<file path="src/rtl/stopwatch_pkg.sv">
// Shared types and constants for the stopwatch control sequencer.
package stopwatch_pkg;

  typedef enum logic [1:0] {
    IDLE = 2'd0,
    RUN  = 2'd1,
    STOP = 2'd2
  } state_t;

  localparam int BTN_CLR   = 0;
  localparam int BTN_STOP  = 1;
  localparam int BTN_LAP   = 2;
  localparam int BTN_START = 3;

  localparam int TICK_DIV_DEF   = 1200000;
  localparam int DEB_CYCLES_DEF = 120000;
  localparam int LAP_HOLD_DEF   = 20;

  // Counter width able to hold 0..n-1, never narrower than one bit.
  function automatic int cnt_width(input int n);
    return (n > 1) ? $clog2(n) : 1;
  endfunction

endpackage

</file>
<file path="src/rtl/stopwatch_ctrl_btn.sv">
// Button conditioner: 2-flop synchroniser, stability counter, rise-edge press pulse.
// Press pulse appears 2 + DEB_CYCLES + 1 cycles after a clean raw edge.
module btn_debounce
  import stopwatch_pkg::*;
#(
  parameter int DEB_CYCLES = DEB_CYCLES_DEF
) (
  input  logic clk,
  input  logic rst_n,
  input  logic raw,
  output logic press
);

  localparam int CW = cnt_width(DEB_CYCLES);
  localparam logic [CW-1:0] LAST = CW'(DEB_CYCLES - 1);

  logic [1:0]    sync;
  logic          level;
  logic          level_q;
  logic [CW-1:0] cnt;

  always_ff @(posedge clk or negedge rst_n) begin
    if (!rst_n) begin
      sync    <= '0;
      level   <= 1'b0;
      level_q <= 1'b0;
      press   <= 1'b0;
      cnt     <= '0;
    end else begin
      sync    <= {sync[0], raw};
      level_q <= level;
      press   <= level & ~level_q;
      // Any sample agreeing with the accepted level restarts the stability run.
      if (sync[1] != level) begin
        if (cnt == LAST) begin
          level <= sync[1];
          cnt   <= '0;
        end else begin
          cnt <= cnt + 1'b1;
        end
      end else begin
        cnt <= '0;
      end
    end
  end

endmodule

</file>
<file path="src/rtl/stopwatch_ctrl.sv">
// Stopwatch sequencer: button conditioning, run/stop/idle FSM, 0.1 s tick, lap hold.
// Commands act on the edge that samples the press pulse; all strobes are registered.
module stopwatch_ctrl
  import stopwatch_pkg::*;
#(
  parameter int TICK_DIV   = TICK_DIV_DEF,
  parameter int DEB_CYCLES = DEB_CYCLES_DEF,
  parameter int LAP_HOLD   = LAP_HOLD_DEF
) (
  input  logic       clk,
  input  logic       rst_n,
  input  logic [3:0] btn_i,
  input  logic [7:0] count_i,
  output logic       count_inc_o,
  output logic       count_clr_o,
  output logic [7:0] lap_value_o,
  output logic       disp_sel_o,
  output logic       running_o,
  output logic [1:0] state_o
);

  localparam int TW = cnt_width(TICK_DIV);
  localparam logic [TW-1:0] TICK_LAST = TW'(TICK_DIV - 1);
  localparam int LW = $clog2(LAP_HOLD + 1);
  localparam logic [LW-1:0] LAP_LOAD = LW'(LAP_HOLD);

  logic [3:0]    press;
  state_t        state;
  logic [TW-1:0] tick_cnt;
  logic [LW-1:0] lap_timer;
  logic          clr_p, stop_p, lap_p, start_p;
  logic          tick, restart;

  for (genvar i = 0; i < 4; i++) begin : g_btn
    btn_debounce #(.DEB_CYCLES(DEB_CYCLES)) u_deb (
      .clk   (clk),
      .rst_n (rst_n),
      .raw   (btn_i[i]),
      .press (press[i])
    );
  end

  assign clr_p   = press[BTN_CLR];
  assign stop_p  = press[BTN_STOP];
  assign lap_p   = press[BTN_LAP];
  assign start_p = press[BTN_START];

  // Divider only advances in RUN, so STOP freezes the phase for a seamless resume.
  assign tick    = (state == RUN) && (tick_cnt == TICK_LAST);
  assign restart = clr_p | (start_p & ~stop_p & (state == IDLE));

  always_ff @(posedge clk or negedge rst_n) begin
    if (!rst_n) begin
      state       <= IDLE;
      tick_cnt    <= '0;
      lap_timer   <= '0;
      count_inc_o <= 1'b0;
      count_clr_o <= 1'b0;
      lap_value_o <= 8'h00;
    end else begin
      count_inc_o <= tick & ~clr_p;
      count_clr_o <= clr_p;

      if (restart)
        tick_cnt <= '0;
      else if (state == RUN)
        tick_cnt <= tick ? '0 : tick_cnt + 1'b1;

      if (clr_p)
        state <= IDLE;
      else if (stop_p) begin
        if (state == RUN)
          state <= STOP;
      end else if (start_p && state != RUN)
        state <= RUN;

      // count_i still holds the pre-increment value when a tick coincides.
      if (clr_p)
        lap_timer <= '0;
      else if (lap_p && state != IDLE) begin
        lap_value_o <= count_i;
        lap_timer   <= LAP_LOAD;
      end else if (tick && lap_timer != '0)
        lap_timer <= lap_timer - 1'b1;
    end
  end

  assign disp_sel_o = (lap_timer != '0);
  assign running_o  = (state == RUN);
  assign state_o    = state;

endmodule
</file>
<file path="config.mk">
export PLATFORM = sky130hd
export DESIGN_NAME = stopwatch_ctrl
export DESIGN_NICKNAME = d
export VERILOG_FILES = /design/src/rtl/stopwatch_pkg.sv /design/src/rtl/stopwatch_ctrl_btn.sv /design/src/rtl/stopwatch_ctrl.sv
export SDC_FILE = /design/constraint.sdc
export NUM_CORES = 1
export LEC_CHECK = 0
export ABC_CLOCK_PERIOD_IN_PS = 7200
export CAP_MARGIN = 40
export CORE_MARGIN = 4
export CORE_UTILIZATION = 40
export DETAILED_ROUTE_END_ITERATION = 7
export SYNTH_ARGS = -nofsm -noshare
export SYNTH_HDL_FRONTEND = slang
export SYNTH_SLANG_ARGS = --single-unit
</file>
<file path="constraint.sdc">
create_clock -name clk -period 7.2 [get_ports clk]
set_input_delay 1.44 -clock clk [delete_from_list [all_inputs] [get_ports clk]]
set_output_delay 1.44 -clock clk [all_outputs]
set_load 0.01 [all_outputs]
</file>
=== Word level (Yosys, flattened, before mapping) ===
Index checks and enable logic that the tools add are counted.

* Bits in registers: 126
* Input bits: 14
* Output and inout port bits: 14
* Logic and storage cells: 92

* $add $sub $neg: 6
* Equal/unequal tests: 12
* Muxes and demuxes: 18
* Bitwise logic cells: 14
* Reductions and logical operators: 16

{| class="wikitable"
|+ Operators with widths
! operator !! number
|-
| 2-to-1 mux 17 bit || 8
|-
| adder 17 x 1 -> 17 bit (second input constant) || 4
|-
| equality test 17 bit (second input constant) || 4
|-
| 2-to-1 mux 21 bit || 3
|-
| adder 21 x 1 -> 21 bit (second input constant) || 1
|-
| equality test 21 bit (second input constant) || 1
|-
| 2-to-1 mux 5 bit || 3
|-
| AND reduction 2 bit || 6
|-
| 2-to-1 mux 2 bit || 4
|-
| AND 1 bit || 7
|-
| NOT 1 bit || 6
|-
| nonzero test 3 bit || 2
|-
| nonzero test 5 bit || 1
|-
| subtractor 5 x 1 -> 5 bit (second input constant) || 1
|-
| logical AND 1 bit || 4
|-
| != test 1 bit || 4
|-
| nonzero test 2 bit || 2
|-
| != test 3 bit (second input constant) || 1
|-
| equality test 2 x 1 -> 1 bit (second input constant) || 1
|-
| logical NOT 2 bit || 1
|-
| != test 2 x 1 -> 1 bit (second input constant) || 1
|-
| OR 1 bit || 1
|}

=== Logic depth before layout (Yosys ltp) ===
* Word-level depth: 6
* Mapped depth: 8
* Mapped depth without buffers: 7

=== Hierarchy ===
From an unflattened synthesis, not the netlist that was laid out.

* Cells, all modules: 577
* Area total of the unflattened synthesis: 6047.0 um^2

{| class="wikitable"
|+ Modules (own cells, without submodules)
! module !! instances !! cells an instance !! area an instance (um^2) !! sequential area each (um^2)
|-
| btn_debounce || 4 || 95 || 1027.2 || 550.5
|-
| stopwatch_ctrl || 1 || 197 || 1938.1 || 950.9
|}

=== Worst setup path after synthesis ===
No wires, ideal clock.

* Kind: register -> output
* Start: register lap_timer[0]
* End: output port disp_sel_o
* Arrival time: 1264 ps
* Required time: 5760 ps
* Setup slack: 4496 ps
* Stages on the path, launching flop included: 4
* Buffers on the path: 0
* Cells stage by stage: dfrtp_1 -> inv_1 -> ha_1 -> or4b_2

* Cells in the longest elaborated chain, start to end: 1

{| class="wikitable"
|+ RTL lines
! what !! line !! text
|-
| from (decl) || stopwatch_ctrl.sv:30 || <nowiki>logic [LW-1:0] lap_timer;</nowiki>
|-
| from (signal assigned) || stopwatch_ctrl.sv:84 || <nowiki>lap_timer <= lap_timer - 1'b1;</nowiki>
|-
| nonzero test 5 bit || stopwatch_ctrl.sv:88 || <nowiki>assign disp_sel_o = (lap_timer != '0);</nowiki>
|-
| to (decl) || stopwatch_ctrl.sv:17 || <nowiki>output logic disp_sel_o,</nowiki>
|}

Every way passes these cells.

=== Worst setup path after layout ===
Ends and elaborated chain as after synthesis.

==> results.txt <==
The final count of hold timing violations was 0. The post-synthesis register bit count came out at 126. The initial antenna violation count is 0.

The family with the most delay on the worst path is simple AND/OR/NAND/NOR gates. The detailed-route vias per instance is between 5 and 6. The number of instances on the worst hold path is 0. The DRC violations left came out at 0.

The finished layout holds about 800 standard cells, fillers aside. The final period utilization is 0.510. The launch point of the worst reg-to-reg path is tick_cnt[13]$_DFFE_PN0P_. The count of input and output buffers came out at 27. The HPWL reported at the end of detailed placement came out at 7340 µm. The number of global-route vias before repair is roughly 4,200.

The maximum fanout count along the critical path came out at 4. The final sum of negative setup slack came out at 0 ns. The number of clock buffers inserted by TritonCTS came out at 17. The gate count of the mapped netlist is ~570. The final setup violation count is 0. Of the cells placed in the final design, the portion with a size suffix greater than 1 is 0.0909. Measured in cells, the most critical reg-to-reg path has a length of 5. Traced cell by cell, the critical path runs through inv_1, ha_1, or4b_2, clkdlybuf4s50_1.

The post-CTS resize count came out at 0. The total leakage power is 3.04 nW. The number of buffers added for setup after CTS is 0. The initialized floorplan defines 43 standard-cell rows.

In this run, the number of DRC markers left after iteration 0 of detailed routing was between 150 and 200. The worst path arrival time is about 2.2 ns. The number of filler instances in the final layout is about 1,300. The mean area per synthesized cell is a little over 10 µm².

The buffer and inverter count on the worst path came out at 2. In the global route stage, overall resource usage came out at 0.143. The total of hold buffers inserted after clock tree synthesis came out at 0. The relative area change from synthesis to final layout came out at 19.8%. The via count is 4,123. Counting flops with a built-in enable in the synthesized netlist gives 0. The number of antenna repair diodes came out at 0. Among all flip-flop cells after synthesis, the most frequent one is dfrtp_1. The flow ran to the end, and the final reports show no timing, DRC or antenna violations.

At the pin with the least slew margin, the transition time is approximately 0.7 ns. The final hold slack came out at 0.347 ns. The post-placement cell count is approximately 770.

The clock skew after layout is slightly below 0.006 ns. Synthesis produced a netlist with a net count of about 590. The clock drives roughly 130 sinks. The setup path with the least slack is of type flop to primary output.

Data on the critical path is required at its endpoint by roughly 5.8 ns. The worst path in the final design needs a cycle of ~3.7 ns, including I/O delays and setup. The number of library cell types mapped by synthesis is 43. The insertion delay to the later sink of the worst-skew pair came out at slightly above 0.4 ns. The total of warnings raised by yosys came out at 0. On the worst path, the slowest cell contributes a delay of 0.63 ns. The detailed-route wire length per cell is roughly 13 µm. The total congestion overflow after global routing came out at 0. The H-tree generated during clock tree synthesis spans 4 levels. The tool flagged a number of max-cap violations equal to 0.

The beginning of the worst hold path is g_btn[3].u_deb.sync[0]$_DFF_PN0_. Of the synthesized area, sequential elements account for 0.544. The worst setup path is launched from a flop. The max-slew violation total from the final report was 0.

The library cell used as clock root buffer is clkbuf_16. The tightest min-delay check is of the flop to flop type. The clock-pin transition on the worst setup and hold timing paths is 0.05 ns.

For this run, the top clock speed supported by timing is 0.272 GHz. The floorplan die area came out at approximately 0.016 mm². The maximum number of pins on one net before global-route repair is 56. The cell area that synthesis handed to floorplanning was 0.00579 mm².

From bottom edge to top edge, the die measures approximately 130 µm. The worst-case clock buffer depth is 2. The worst slew margin relative to its limit came out at 0.535. For this design, the slowest cell found on the critical path is or4b_2. The first detailed-routing pass ran for 4 iterations.

The critical path depth in cells is 4. The die is around 130 µm wide. The final-stage net count is about 620. The final wirelength came out at approximately 11,000 µm. STA classifies the critical path endpoint as a primary output. Setup repair after global routing left no endpoint under its margin. The peak supply drop is 0.426 mV. The effective utilization at floorplan is 0.413. Routability-driven placement finished with a final weighted congestion of about 0.8. The first global-routing pass estimated around 19,000 µm of wire. The number of placed I/O pins is 28. Once detail routing completed, the nets flagged for antenna violations numbered 0. Tracing the worst setup path back leads to its startpoint at lap_timer[0]$_DFFE_PN0P_. The placeable core region is between 0.01 and 0.015 mm². TritonCTS built the clock tree. In this run the power density over the cells is 245 mW/mm². The share of flip-flops with an asynchronous set or reset after synthesis is 1.00.
==> registers in the layout, indices dropped and copies added (netlist names) <==
register / flops
count_clr_o: 1
count_inc_o: 1
g_btn.u_deb.cnt: 68
g_btn.u_deb.level: 4
g_btn.u_deb.level_q: 4
g_btn.u_deb.press: 4
g_btn.u_deb.sync: 8
lap_timer: 5
lap_value_o: 8
state_o: 2
tick_cnt: 21
==> worst register-to-register path, stage by stage, from the launching register on <==
cell and delay (ns):
dfrtp_1 0.43, or4b_1 0.50, or4_1 0.50, or3_1 0.46
nor4_1 0.31, mux2_2 0.38
==> logic make-up (layout without fill, tap and decap cells) <==
logic type | after synthesis | count (layout) | synth area share
DFF | 126 | 126 | 0.544
xor gates and xnor gates | 73 | 73 | 0.110
AOI/OAI and AO/OA | 33 | 33 | 0.0365
adders and majority gates | 6 | 6 | 0.0130
and+or+nand+nor | 289 | 289 | 0.253
buffers and inverters | 27 | 76 | 0.0179
muxes | 13 | 13 | 0.0253
==> stage by stage <==
stage	instance area, µm²	power (mW)	utilization	worst slack, ns
final	6940	1.70	0.494	3.53
after global routing	6940	1.77	0.494	3.40
after CTS	6940	1.72	0.494	3.50
after detailed placement	6280	0.778	0.448	3.94
after global placement	6250	0.774	0.445	4.00
after floorplan	5790	0.750	-	4.50
==> cells in the mapped netlist (all sizes together) (2+ instances only) <==
cell    count  share of area
ha          6          0.013
or4         3         0.0039
nor2b       7         0.0076
inv        13         0.0084
and3       14          0.015
nor2      101          0.065
xnor2      36          0.054
and4        9          0.014
or4b        4         0.0069
or2         3         0.0032
xor2       37          0.056
and2        4         0.0043
nor3b       7         0.0091
a21oi       7         0.0060
nor3       16          0.014
o21ai      13          0.011
or3         3         0.0032
buf         2         0.0017
dfrtp     126           0.54
nor4b       4         0.0060
a211o       2         0.0030
clkbuf     12         0.0078
nand4      11          0.012
nand3      40          0.035
mux2       13          0.025
nor4       11          0.012
nand2b      6         0.0065
a21o        5         0.0065
nand2      40          0.026
==> layout by cell type (no fill, tap or decap), drive strengths merged, types with 9 or more instances in the layout <==
| master | count |
|---|---|
| clkbuf | 20 |
| and3 | 14 |
| dfrtp | 126 |
| nor3 | 16 |
| xor2 | 37 |
| and4 | 9 |
| clkdlybuf4s50 | 26 |
| xnor2 | 36 |
| inv | 13 |
| nand3 | 40 |
| mux2 | 13 |
| nor2 | 101 |
| nand2 | 40 |
| o21ai | 13 |
| nand4 | 11 |
| nor4 | 11 |
==> layer usage <==
layer	track usage	up-vias	routed length, µm
li1	-	2018	-
met1	0.177	2018	5090
met2	0.234	68	5040
met3	0.0349	19	322
met4	0.0712	0	213
met5	0	-	0
==> power by group <==
group          total (mW)  internal, mW  switching [mW]  leakage [nW]
combinational      0.0401        0.0142          0.0259         0.995
sequential          0.724         0.717         0.00716          1.73
clock               0.935         0.637           0.298         0.314
==> final cells by class <==
cell class,count,area (µm²),share of cell area
tap,180,225,0.0325
sequential,126,3150,0.454
clock buffer,20,467,0.0673
clock inverter,11,188,0.0270
multi-input combinational,414,2540,0.365
inverter,13,48.8,0.00703
timing repair buffer,32,322,0.0463
==> path summary, 6_finish.rpt <==
check | slack, ns | end
worst min-delay path | 0.35 | g_btn[3].u_deb.sync[1]$_DFF_PN0_
worst max-delay path | 3.53 | disp_sel_o
worst min register to register | 0.35 | g_btn[3].u_deb.sync[1]$_DFF_PN0_
worst max register to register | 4.51 | lap_timer[3]$_DFFE_PN0P_
min in group asynchronous | 1.07 | lap_timer[1]$_DFFE_PN0P_
max in group asynchronous | 4.97 | g_btn[3].u_deb.cnt[0]$_DFF_PN0_
Note: power is estimated with default switching activity, not from simulation.
